`config.mk`:
```
export PLATFORM = sky130hd
export DESIGN_NAME = nios_fprint_sys_info_flat
export DESIGN_NICKNAME = d
export VERILOG_FILES = /design/src/rtl/nios_fprint_sys_info_pkg.sv /design/src/rtl/nios_fprint_sys_info_if.sv /design/src/rtl/nios_fprint_uptime_ctr.sv /design/src/rtl/nios_fprint_sys_info.sv /design/src/flat_wrapper.sv
export SDC_FILE = /design/constraint.sdc
export NUM_CORES = 1
export LEC_CHECK = 0
export CELL_PAD_IN_SITES_DETAIL_PLACEMENT = 0
export CELL_PAD_IN_SITES_GLOBAL_PLACEMENT = 2
export CORE_MARGIN = 1
export CORE_UTILIZATION = 34
export DETAILED_ROUTE_END_ITERATION = 8
export PLACE_DENSITY = 0.77
export SLEW_MARGIN = 20
export SYNTH_ARGS = -nofsm -noshare
export SYNTH_HDL_FRONTEND = slang
export SYNTH_SLANG_ARGS = --single-unit
```
`constraint.sdc`:
```
create_clock -name clock -period 1.6 [get_ports clock]
set_input_delay 0.32 -clock clock [delete_from_list [all_inputs] [get_ports clock]]
set_output_delay 0.32 -clock clock [all_outputs]
set_load 0.03 [all_outputs]
```
`src/rtl/nios_fprint_sys_info_pkg.sv`:
```
// Shared definitions for the Nios fingerprinting system-info register file.
// Provides:
//   - the word address typedef and the register address map
//   - the 32-bit data word typedef
//   - the CONFIG register field offsets
package nios_fprint_sys_info_pkg;

  typedef logic [2:0]  addr_t;
  typedef logic [31:0] word_t;

  localparam addr_t ADDR_SYS_ID    = 3'd0;
  localparam addr_t ADDR_TIMESTAMP = 3'd1;
  localparam addr_t ADDR_CONFIG    = 3'd2;
  localparam addr_t ADDR_UPTIME_LO = 3'd3;
  localparam addr_t ADDR_UPTIME_HI = 3'd4;
  localparam addr_t ADDR_SCRATCH   = 3'd5;
  localparam addr_t ADDR_READY_SET = 3'd6;
  localparam addr_t ADDR_READY_CLR = 3'd7;

  // CONFIG: [7:0] core count, [15:8] block version, [31:16] zero
  localparam int unsigned CFG_NUM_CORES_LSB = 0;
  localparam int unsigned CFG_VERSION_LSB   = 8;

endpackage

```
`src/rtl/nios_fprint_sys_info_if.sv`:
```
// Avalon-MM slave bus for the system-info register file.
// Signals:
//   address       word address
//   read, write   access strobes (no waitrequest)
//   writedata     write data
//   byteenable    write byte lanes
//   readdata      registered read data
//   readdatavalid one-cycle pulse per accepted read
// Modports: master (interconnect side), slave (register file side).
interface nios_fprint_sys_info_if;
  import nios_fprint_sys_info_pkg::*;

  addr_t       address;
  logic        read;
  logic        write;
  word_t       writedata;
  logic [3:0]  byteenable;
  word_t       readdata;
  logic        readdatavalid;

  modport master (
    output address, read, write, writedata, byteenable,
    input  readdata, readdatavalid
  );

  modport slave (
    input  address, read, write, writedata, byteenable,
    output readdata, readdatavalid
  );

endinterface

```
`src/rtl/nios_fprint_uptime_ctr.sv`:
```
// Free-running 64-bit uptime counter with a coherent high-word shadow.
// Ports:
//   clock, reset_n    clock and asynchronous active-low reset
//   sample            copy the live high word into the shadow at this edge
//   uptime_lo         live counter bits [31:0]
//   uptime_hi_shadow  high word captured on the last sample
// The counter wraps silently from all-ones to zero.
module nios_fprint_uptime_ctr (
  input  logic        clock,
  input  logic        reset_n,
  input  logic        sample,
  output logic [31:0] uptime_lo,
  output logic [31:0] uptime_hi_shadow
);

  logic [63:0] count_q;
  logic [63:0] count_inc;
  logic [31:0] shadow_q;

  assign count_inc = count_q + 64'd1;

  always_ff @(posedge clock or negedge reset_n) begin
    if (!reset_n) begin
      count_q  <= '0;
      shadow_q <= '0;
    end else begin
      count_q <= count_inc;
      // Pre-increment value so the shadow matches the low word returned in the same read
      if (sample) shadow_q <= count_q[63:32];
    end
  end

  assign uptime_lo        = count_q[31:0];
  assign uptime_hi_shadow = shadow_q;

endmodule

```
`src/rtl/nios_fprint_sys_info.sv`:
```
// System-info Avalon-MM register file: identification, uptime, scratch and
// per-core boot-ready flags.
// Ports:
//   clock, reset_n  clock and asynchronous active-low reset
//   bus             Avalon-MM slave (one-cycle read latency, no waitrequest)
//   core_ready      boot-ready flags, bit i = core i
// Map: 0 SYS_ID, 1 TIMESTAMP, 2 CONFIG, 3 UPTIME_LO, 4 UPTIME_HI (shadow),
//      5 SCRATCH (byte-lane RW), 6 READY_SET (W1S), 7 READY_CLR (W1C).
module nios_fprint_sys_info
  import nios_fprint_sys_info_pkg::*;
#(
  parameter word_t       SYS_ID        = 32'h539F_2A76,
  parameter word_t       TIMESTAMP     = 32'h0,
  parameter logic [7:0]  VERSION       = 8'h02,
  parameter int unsigned NUM_CORES     = 4,
  parameter word_t       SCRATCH_RESET = 32'h0
) (
  input  logic                 clock,
  input  logic                 reset_n,
  nios_fprint_sys_info_if.slave bus,
  output logic [NUM_CORES-1:0] core_ready
);

  if (NUM_CORES < 1 || NUM_CORES > 32) begin : g_num_cores_check
    $error("nios_fprint_sys_info: NUM_CORES must be in 1..32");
  end

  localparam logic [7:0] NumCores8  = NUM_CORES[7:0];
  localparam word_t      ConfigWord = (word_t'(VERSION)   << CFG_VERSION_LSB) |
                                      (word_t'(NumCores8) << CFG_NUM_CORES_LSB);

  word_t                 readdata_q;
  logic                  readdatavalid_q;
  word_t                 rdata_d;
  word_t                 scratch_q;
  word_t                 scratch_d;
  logic [NUM_CORES-1:0]  ready_q;
  logic [NUM_CORES-1:0]  ready_d;
  word_t                 ready_ext;
  logic                  uptime_sample;
  word_t                 uptime_lo;
  word_t                 uptime_hi_shadow;

  assign uptime_sample = bus.read && (bus.address == ADDR_UPTIME_LO);

  nios_fprint_uptime_ctr u_uptime (
    .clock            (clock),
    .reset_n          (reset_n),
    .sample           (uptime_sample),
    .uptime_lo        (uptime_lo),
    .uptime_hi_shadow (uptime_hi_shadow)
  );

  assign ready_ext = word_t'(ready_q);

  // Read mux sees pre-write state, so a same-cycle read/write returns the old value
  always_comb begin
    rdata_d = '0;
    unique case (bus.address)
      ADDR_SYS_ID:    rdata_d = SYS_ID;
      ADDR_TIMESTAMP: rdata_d = TIMESTAMP;
      ADDR_CONFIG:    rdata_d = ConfigWord;
      ADDR_UPTIME_LO: rdata_d = uptime_lo;
      ADDR_UPTIME_HI: rdata_d = uptime_hi_shadow;
      ADDR_SCRATCH:   rdata_d = scratch_q;
      ADDR_READY_SET: rdata_d = ready_ext;
      ADDR_READY_CLR: rdata_d = ready_ext;
      default:        rdata_d = '0;
    endcase
  end

  always_comb begin
    scratch_d = scratch_q;
    ready_d   = ready_q;
    if (bus.write) begin
      case (bus.address)
        ADDR_SCRATCH: begin
          for (int k = 0; k < 4; k++) begin
            if (bus.byteenable[k]) scratch_d[8*k +: 8] = bus.writedata[8*k +: 8];
          end
        end
        // Byte lanes and bits above NUM_CORES are ignored for the flag registers
        ADDR_READY_SET: ready_d = ready_q | bus.writedata[NUM_CORES-1:0];
        ADDR_READY_CLR: ready_d = ready_q & ~bus.writedata[NUM_CORES-1:0];
        default: ;
      endcase
    end
  end

  always_ff @(posedge clock or negedge reset_n) begin
    if (!reset_n) begin
      readdata_q      <= '0;
      readdatavalid_q <= 1'b0;
      scratch_q       <= SCRATCH_RESET;
      ready_q         <= '0;
    end else begin
      readdatavalid_q <= bus.read;
      if (bus.read) readdata_q <= rdata_d;
      scratch_q <= scratch_d;
      ready_q   <= ready_d;
    end
  end

  assign bus.readdata      = readdata_q;
  assign bus.readdatavalid = readdatavalid_q;
  assign core_ready        = ready_q;

endmodule

```
`src/flat_wrapper.sv`:
```
// flat-port wrapper written by rule: the top's interface ports become plain ports
module nios_fprint_sys_info_flat import nios_fprint_sys_info_pkg::*;
#(
  parameter word_t       SYS_ID        = 32'h539F_2A76,
  parameter word_t       TIMESTAMP     = 32'h0,
  parameter logic [7:0]  VERSION       = 8'h02,
  parameter int unsigned NUM_CORES     = 4,
  parameter word_t       SCRATCH_RESET = 32'h0
)
  (clock, reset_n, core_ready, bus_address, bus_read, bus_write, bus_writedata, bus_byteenable, bus_readdata, bus_readdatavalid);
  nios_fprint_sys_info_if bus_i ();
  input  logic clock;
  input  logic reset_n;
  output logic [NUM_CORES-1:0] core_ready;
  input wire logic [$bits(bus_i.address)-1:0] bus_address;
  input wire logic [$bits(bus_i.read)-1:0] bus_read;
  input wire logic [$bits(bus_i.write)-1:0] bus_write;
  input wire logic [$bits(bus_i.writedata)-1:0] bus_writedata;
  input wire logic [$bits(bus_i.byteenable)-1:0] bus_byteenable;
  output wire logic [$bits(bus_i.readdata)-1:0] bus_readdata;
  output wire logic [$bits(bus_i.readdatavalid)-1:0] bus_readdatavalid;
  assign bus_i.address = bus_address;
  assign bus_i.read = bus_read;
  assign bus_i.write = bus_write;
  assign bus_i.writedata = bus_writedata;
  assign bus_i.byteenable = bus_byteenable;
  assign bus_readdata = bus_i.readdata;
  assign bus_readdatavalid = bus_i.readdatavalid;
  nios_fprint_sys_info #(.SYS_ID(SYS_ID), .TIMESTAMP(TIMESTAMP), .VERSION(VERSION), .NUM_CORES(NUM_CORES), .SCRATCH_RESET(SCRATCH_RESET)) u_core (.clock(clock), .reset_n(reset_n), .bus(bus_i), .core_ready(core_ready));
endmodule
```
### After elaboration in Yosys (flattened, before gate mapping)

Cells that the tools add are included.

| operators by class | value |
|---|---|
| $add $sub $neg | 1 |
| equality and inequality tests | 7 |
| multiplexer cells | 2 |
| bitwise logic cells | 3 |
| reduce and logical (&&, ||, !) cells | 9 |

Operator list:

| operator | count |
|---|---|
| 32-bit one-hot mux with 7 select lines | 1 |
| 64-bit by 1-bit adder with 64-bit output (second input constant) | 1 |
| 3-bit == test (second input constant) | 4 |
| 3-bit AND reduction | 4 |
| 4-bit one-hot mux with 2 select lines | 1 |
| 3-bit by 2-bit == test with 1-bit output (second input constant) | 2 |
| 4-bit AND | 1 |
| 4-bit NOT | 1 |
| 4-bit bitwise OR | 1 |
| 3-bit by 1-bit == test with 1-bit output (second input constant) | 1 |
| 3-bit zero test | 1 |
| 2-bit AND reduction | 1 |
| 2-bit nonzero test | 1 |
| 2-bit OR reduction | 1 |
| 1-bit logical AND | 1 |

| word-level totals | value |
|---|---|
| register bits after elaboration | 165 |
| input bits | 43 |
| output and inout bits | 37 |
| logic and storage cells | 31 |

### Depth between registers and ports, before layout

| depth | value |
|---|---|
| depth after elaboration | 3 |
| gate-level depth with buffers | 7 |
| gate-level depth less buffers | 6 |

### Cells and area by module

Synthesis repeated with hierarchy kept, for this count alone.

| second synthesis, totals | value |
|---|---|
| cell total of the unflattened synthesis | 676 |
| area, all modules | 7948.9 um^2 |

Modules (own cells, without submodules):

| module | instances | cells each | area each (um^2) | seq. area each (um^2) |
|---|---|---|---|---|
| nios_fprint_uptime_ctr | 1 | 373 | 4391.7 | 2402.3 |
| nios_fprint_sys_info | 1 | 303 | 3557.2 | 1726.7 |

### Worst setup path after synthesis

OpenSTA, ideal clock, no wires.

| timing | value |
|---|---|
| path kind | reg-to-reg |
| from | reg u_core.u_uptime.count_q[21] |
| to | reg u_core.u_uptime.count_q[55] |
| library setup time | 80 ps |
| data arrival time | 1643 ps |
| data required time | 1520 ps |
| slack | -123 ps |
| cell stages (with the launch flop) | 6 |
| buffers on the path | 0 |
| clock period less this slack | 1723 ps |
| cells stage by stage | dfrtp_1 nand4_1 nor4_2 nand2_2 nor4_1 xnor2_1 |

| between the ends | value |
|---|---|
| word-level cells in the longest chain between the ends | 1 |

RTL lines:

| item | RTL line | RTL |
|---|---|---|
| from (decl) | nios_fprint_uptime_ctr.sv:16 | `logic [63:0] count_q;` |
| from (signal assigned) | nios_fprint_uptime_ctr.sv:27 | `count_q <= count_inc;` |
| 64-bit by 1-bit adder with 64-bit output | nios_fprint_uptime_ctr.sv:20 | `assign count_inc = count_q + 64'd1;` |
| net u_core.u_uptime.count_inc[55] | nios_fprint_uptime_ctr.sv:17 | `logic [63:0] count_inc;` |

The timed path passes the listed nets, and every way through them passes these cells.
A chain may end at the register's enable or synchronous reset.

### Final worst setup path

| timing | value |
|---|---|
| from | reg u_core.u_uptime.count_q[19] |
| to | reg u_core.u_uptime.count_q[55] |

The elaborated chain is that of the path after synthesis.

==> metrics list <==
* Clock latency of the later-clocked register in the worst-skew pair: 440 ps
- VDD sags by at most 665 uV.
- The hold violation count in the final report is 0.
- The H-tree was split into 4 levels.
- Once layout is complete, the utilization of the core stands at 0.531.
- Min Clock Period, post-route: 1860 ps
- The final layout contains routed wiring with a total length of 21,700 um.
* Die Footprint: 22,000 um^2
- RSZ-0062 raised after global routing: yes
- In this run the static leakage power is 5.42 nW.
* Crit share post-route: 1.16
* List of most frequent post-synthesis cells: 165 x dfrtp_1, 59 x mux2_2, 50 x nor2_1
* Setup TNS after final layout: -6020 ps
- Crit path DAT: 2210 ps
* Dominant synthesized flop cell: dfrtp_1
- Clock tree from TritonCTS: built
- Max Slew Vio Count: 0
* GRT overflow: 0
- The floorplan has 53 rows.
- The setup path with the least slack is of type reg -> reg.
- The via count of the first global-routing pass is 6,155.
* Vias per Instance: 5.02
- Minimum setup slack after placement: -629 ps
* Number of standard cells after synthesis: 642
- Before antenna repair, the detailed router went through 4 iterations.
* Number of buffers inserted by port buffering: 79
- The die is 148 um tall.
- Antenna violations before repair: 0
- The path class of the tightest hold or removal check is in -> async.
- 80 I/O pins were placed.
* CTS clock-pin slew for the worst setup and hold paths: 70 ps
* Number of maximum-capacitance violations: 0
- At the end of routability-driven placement, the weighted congestion stood at 0.810.
- Actual slew at the worst max-slew pin: 416 ps
- The worst pin sits at a relative slew slack of 0.721.
- Reg-to-Reg Start: u_core.u_uptime.count_q[19]
- Compared with the post-synthesis result, the final layout area differs by 53.2%.
* DRC violations left: 0
* Clock tree buffer depth: 2
- Setup slack on the worst reg-to-reg path comes out at -260 ps.
* Estimated wirelength of the detail-placed design: 15,700 um
- For this block, the initial DRC count from the detailed router was 239.
* Kind of launch point of the worst setup path: register
- By area the synthesized netlist is led by dfrtp_1 57%, mux2_2 9.1%, xor2_1 4.0%, xnor2_1 3.5%, a22oi_1 3.0%.
- Number of endpoints failing setup at the final stage: 44
- The endpoint identified for the worst register-to-register timing path is u_core.u_uptime.count_q[55].
- The finished cells cover 11,200 um^2.
- The share of synthesized area in the top cell type comes to 0.567.
* Post-route worst hold slack: 355 ps
- For this run, the number of Yosys warnings is 0.
- Smallest setup slack after layout: -262 ps
* Most instantiated library cell after synthesis: dfrtp_1
- Dividing total power by cell area gives a power density of 882 nW/um^2.
- At the worst endpoint, the required time is 1950 ps.
* Sequential area share after synthesis: 0.567
* Synthesized area per cell: 11.3 um^2
- Inserted Clock Buffers: 17
* Largest net degree at the start of global routing: 45
* Timing startpoint of the critical path: u_core.u_uptime.count_q[19]
- Instance area after placement: 9610 um^2
- N_diodes: 0
- At the end of the flow, the number of nets in the layout was 935.
- Counting flops and latches in the post-synthesis netlist gives 165.
- The synthesized netlist contains 38 unique library cells.
* Core ar.: 21,000 um^2
- The most critical setup path has its endpoint at u_core.u_uptime.count_q[55].
- The mapped netlist covers 7280 um^2.
- Post-Route Skew: 16.5 ps
* Largest area contributor in the synthesized netlist: dfrtp_1
* Run status: finished, violations left
- Net Count, Synth: 686
- Master cell of the clock root buffer: clkbuf_16
- DR vias: 5,914
- Of all nets on the critical path, the largest fanout is 3.
* Count of nets left with antenna violations after detail routing: 0
- In the synthesized netlist the async set-or-reset flop fraction comes to 1.00.
* Number of synthesized flops with an enable pin: 0
- Of the cells placed in the final design, the portion with a size suffix greater than 1 is 0.395.
- Initial core utilization: 0.346
- Max Clk Rate: 537 MHz
* Clk sinks: 165
- For this run, the total global-route usage over all layers was measured as 0.203.
- Dividing the detail-routed wire length by the instance count gives 18.4 um.
- Violations in the final reports: negative setup slack
- The number of cells on the worst reg-to-reg path is 7.
* First-pass GRT wire length: 33,800 um
- The floorplan step set the die width to 148 um.
- STA classifies the critical path endpoint as a register.
==> flip-flops by register name (all words and copies together), names as in the netlist, named ones only <==
register / cells
u_core.scratch_q: 32
u_core.u_uptime.count_q: 64
u_core.bus.readdata: 32
u_core.bus.readdatavalid: 1
u_core.u_uptime.uptime_hi_shadow: 32
==> area by class of cell <==
class	instances	area, um^2
Tap cell	275	344
Sequential cell	165	4130
Inverter	28	105
Clock buffer	20	457
Fill cell	1795	9860
Clock inverter	12	144
Timing Repair Buffer	256	2370
Multi-Input combinational cell	423	3600
==> per-stage QoR <==
stage | instances | total power [W]
finish | 1179 | 0.00984
detailed placement | 1113 | 0.00580
global placement | 1113 | 0.00577
floorplan | 642 | 0.00520
global route | 1179 | 0.0102
CTS | 1161 | 0.00992
==> metal layers <==
metal	wire, um	track usage	share of wire
met5	0	0	0
met4	375	0.0711	0.017
met3	820	0.0337	0.038
met2	10600	0.323	0.49
met1	9870	0.279	0.46
==> worst max-delay path, cell delays in order (launching register included) <==
cell and delay (ps):
dfrtp_1 360, nand4_1 260, nor4_4 370, buf_4 200, nand2_4 70, buf_6 140
nor4_4 220, xnor2_1 160
==> timing repair <==
| action | 4_1_cts | 5_1_grt |
|---|---|---|
| endpoints found under the hold margin | 29 | 0 |
| setup endpoints to repair | 137 | 103 |
| hold buffers | 1 | 0 |
| gates cloned | 2 | 2 |
| pin swaps | 42 | 48 |
| buffers inserted | 13 | 18 |
| gates resized for setup | 116 | 59 |
==> cell families after synthesis <==
logic type	count (synthesis)	synth area share
muxes	59	0.0912
xor gates and xnor gates	62	0.0746
and+or+nand+nor	190	0.139
AOI/OAI and AO/OA	111	0.0981
buffers and inverters	54	0.0284
adders and majority gates	1	0.00172
DFF	165	0.567
==> where the power goes <==
part / total, W / switching (W) / internal, W
Combinational: 0.00106 / 0.000558 / 0.000502
Clock: 0.00415 / 0.00174 / 0.00241
Sequential: 0.00463 / 0.000176 / 0.00445
Total: 0.00984 / 0.00248 / 0.00736
==> worst min path at each step <==
| stage | start | end | slack [ps] | cells after the start |
|---|---|---|---|---|
| 5_1_grt | reset_n | u_core.bus.readdata[17] | 390 | 2 |
| 4_1_cts | reset_n | u_core.bus.readdata[17] | 360 | 2 |
| 3_3_place_gp | reset_n | u_core.scratch_q[16] | 240 | 1 |
| 6_report | reset_n | u_core.bus.readdata[17] | 360 | 2 |
| 2_1_floorplan | reset_n | async pin | 20 | 0 |
| 3_5_place_dp | reset_n | u_core.bus.readdata[17] | 240 | 1 |
==> cells in the final DEF (no fill, tap or decap), types with 14 or more instances in the layout <==
cell             Yosys  layout
inv_1               28      28
nor2_4               0      14
xor2_1              33      31
dlygate4sd2_1        0      37
clkdlybuf4s50_1      0      41
nor2_1              50      32
a22oi_1             29      23
buf_4                0     137
buf_6                0      25
xnor2_1             29      27
a21oi_1             39      39
a22o_1              14      14
nand4_1             22      22
mux2_2              59      59
dfrtp_1            165     162
clkbuf_16            0      19
nand2_1             40      36
Power figures use the tool's default switching activity.
==> variant: new RTL, same settings <==
`NUM_CORES` is set to 4 in 2 places; all go to 5.
--- a/src/rtl/nios_fprint_sys_info.sv
+++ b/src/rtl/nios_fprint_sys_info.sv
@@ -12,7 +12,7 @@
   parameter word_t       SYS_ID        = 32'h539F_2A76,
   parameter word_t       TIMESTAMP     = 32'h0,
   parameter logic [7:0]  VERSION       = 8'h02,
-  parameter int unsigned NUM_CORES     = 4,
+  parameter int unsigned NUM_CORES     = 5,
   parameter word_t       SCRATCH_RESET = 32'h0
 ) (
   input  logic                 clock,
--- a/src/flat_wrapper.sv
+++ b/src/flat_wrapper.sv
@@ -4,7 +4,7 @@
   parameter word_t       SYS_ID        = 32'h539F_2A76,
   parameter word_t       TIMESTAMP     = 32'h0,
   parameter logic [7:0]  VERSION       = 8'h02,
-  parameter int unsigned NUM_CORES     = 4,
+  parameter int unsigned NUM_CORES     = 5,
   parameter word_t       SCRATCH_RESET = 32'h0
 )
   (clock, reset_n, core_ready, bus_address, bus_read, bus_write, bus_writedata, bus_byteenable, bus_readdata, bus_readdatavalid);
Interface: changed (resized core_ready); port bits go from 80 to 81. The function was not compared with the original's and may differ.
==> variant against the original RTL <==
  * Final area is 1.8% lower
  * Routed wire length shrank 1.5%
  * First-iteration DRC count is 52% higher
  * Maximum frequency up 0.88%
  * Power increased by 2.1%
  * Sequential cell count grew 1
  * Synthesized cell count fell by 0.16%
  * Synthesized area is 1.2% higher
  * Cell count is 2.0% lower
  * The flow still finishes with violations (negative setup slack)
  * Worst setup slack gained 16 ps
  * Critical endpoint is now u_core.u_uptime.count_q[53]
  * Global-route usage down 0.23 points
==> variant: results <==
{
  "wl_per_cell_um": 18.5,
  "multi_input_cells": 422,
  "clock_buffers": 22,
  "setup_viol": 40,
  "power_frac_seq_pct": 46.3,
  "finalWorstSetupSlack_ps": -246,
  "drt_iter0_drc": 363,
  "cp_slowest_cell": "or4_4",
  "wl_met2_um": 10500,
  "ctsResizeCount": 120,
  "synthAdderAreaFrac_pct": 0.170,
  "drive_gt1_share_pct": 38.4,
  "n_all_buffers": 241,
  "grt_pass1_vias": 6171,
  "p_leak_nw": 5.44,
  "synth_area_leaders": "dfrtp_1, mux2_2, xnor2_1, xor2_1, a22o_1",
  "cts_setup_buffers": 9,
  "place_inst": 1108,
  "nets": 914,
  "met3_usage_pct": 3.43,
  "instances_no_fill": 1156,
  "grt_pass1_wl_um": 33700,
  "p_switching_w": 0.00242,
  "synth_compound_area_share_pct": 9.64,
  "n_fill_cell": 1851,
  "cp.arrival_ps": 2160,
  "dpl.hpwl_um": 15700,
  "fin_hold_ws_ps": 402,
  "syn-num-nets": 685,
  "via_count": 5884,
  "setup-tns-final_ps": -3680,
  "finalWeightedCongestion": 0.815,
  "rr_startpoint": "u_core.u_uptime.count_q[0]",
  "status": "finished, violations left",
  "violations": "negative setup slack",
  "track_usage_pct": 20.0,
  "clkLatencyLatePin_ps": 420,
  "numPortBuffers": 80,
  "netlist_instances": 641,
  "p_per_area_nw_per_um2": 916,
  "place_area_um2": 9620
}
==> variant: changes by cell type in the layout (fill, tap and decap cells not counted), sizes merged, moves of 4 or more <==
cell    change
inv        -10
nor4        -6
mux2        +5
xor2        -4
a21oi      -30
a22oi      -14
a22o       +13
buf        -14
xnor2       +4
a221oi     +13
and2        -4
nor2        +9
==> variant: how the worst max path moves through the flow <==
stage | start | to | cells past startpoint
floorplan | u_core.u_uptime.count_q[5] | u_core.u_uptime.count_q[53] | 5
global placement | bus_address[2] | u_core.scratch_q[21] | 5
detailed placement | bus_address[2] | u_core.scratch_q[14] | 5
CTS | u_core.u_uptime.count_q[11] | u_core.u_uptime.count_q[53] | 5
global route | u_core.u_uptime.count_q[0] | u_core.u_uptime.count_q[55] | 6
finish | u_core.u_uptime.count_q[0] | u_core.u_uptime.count_q[53] | 5
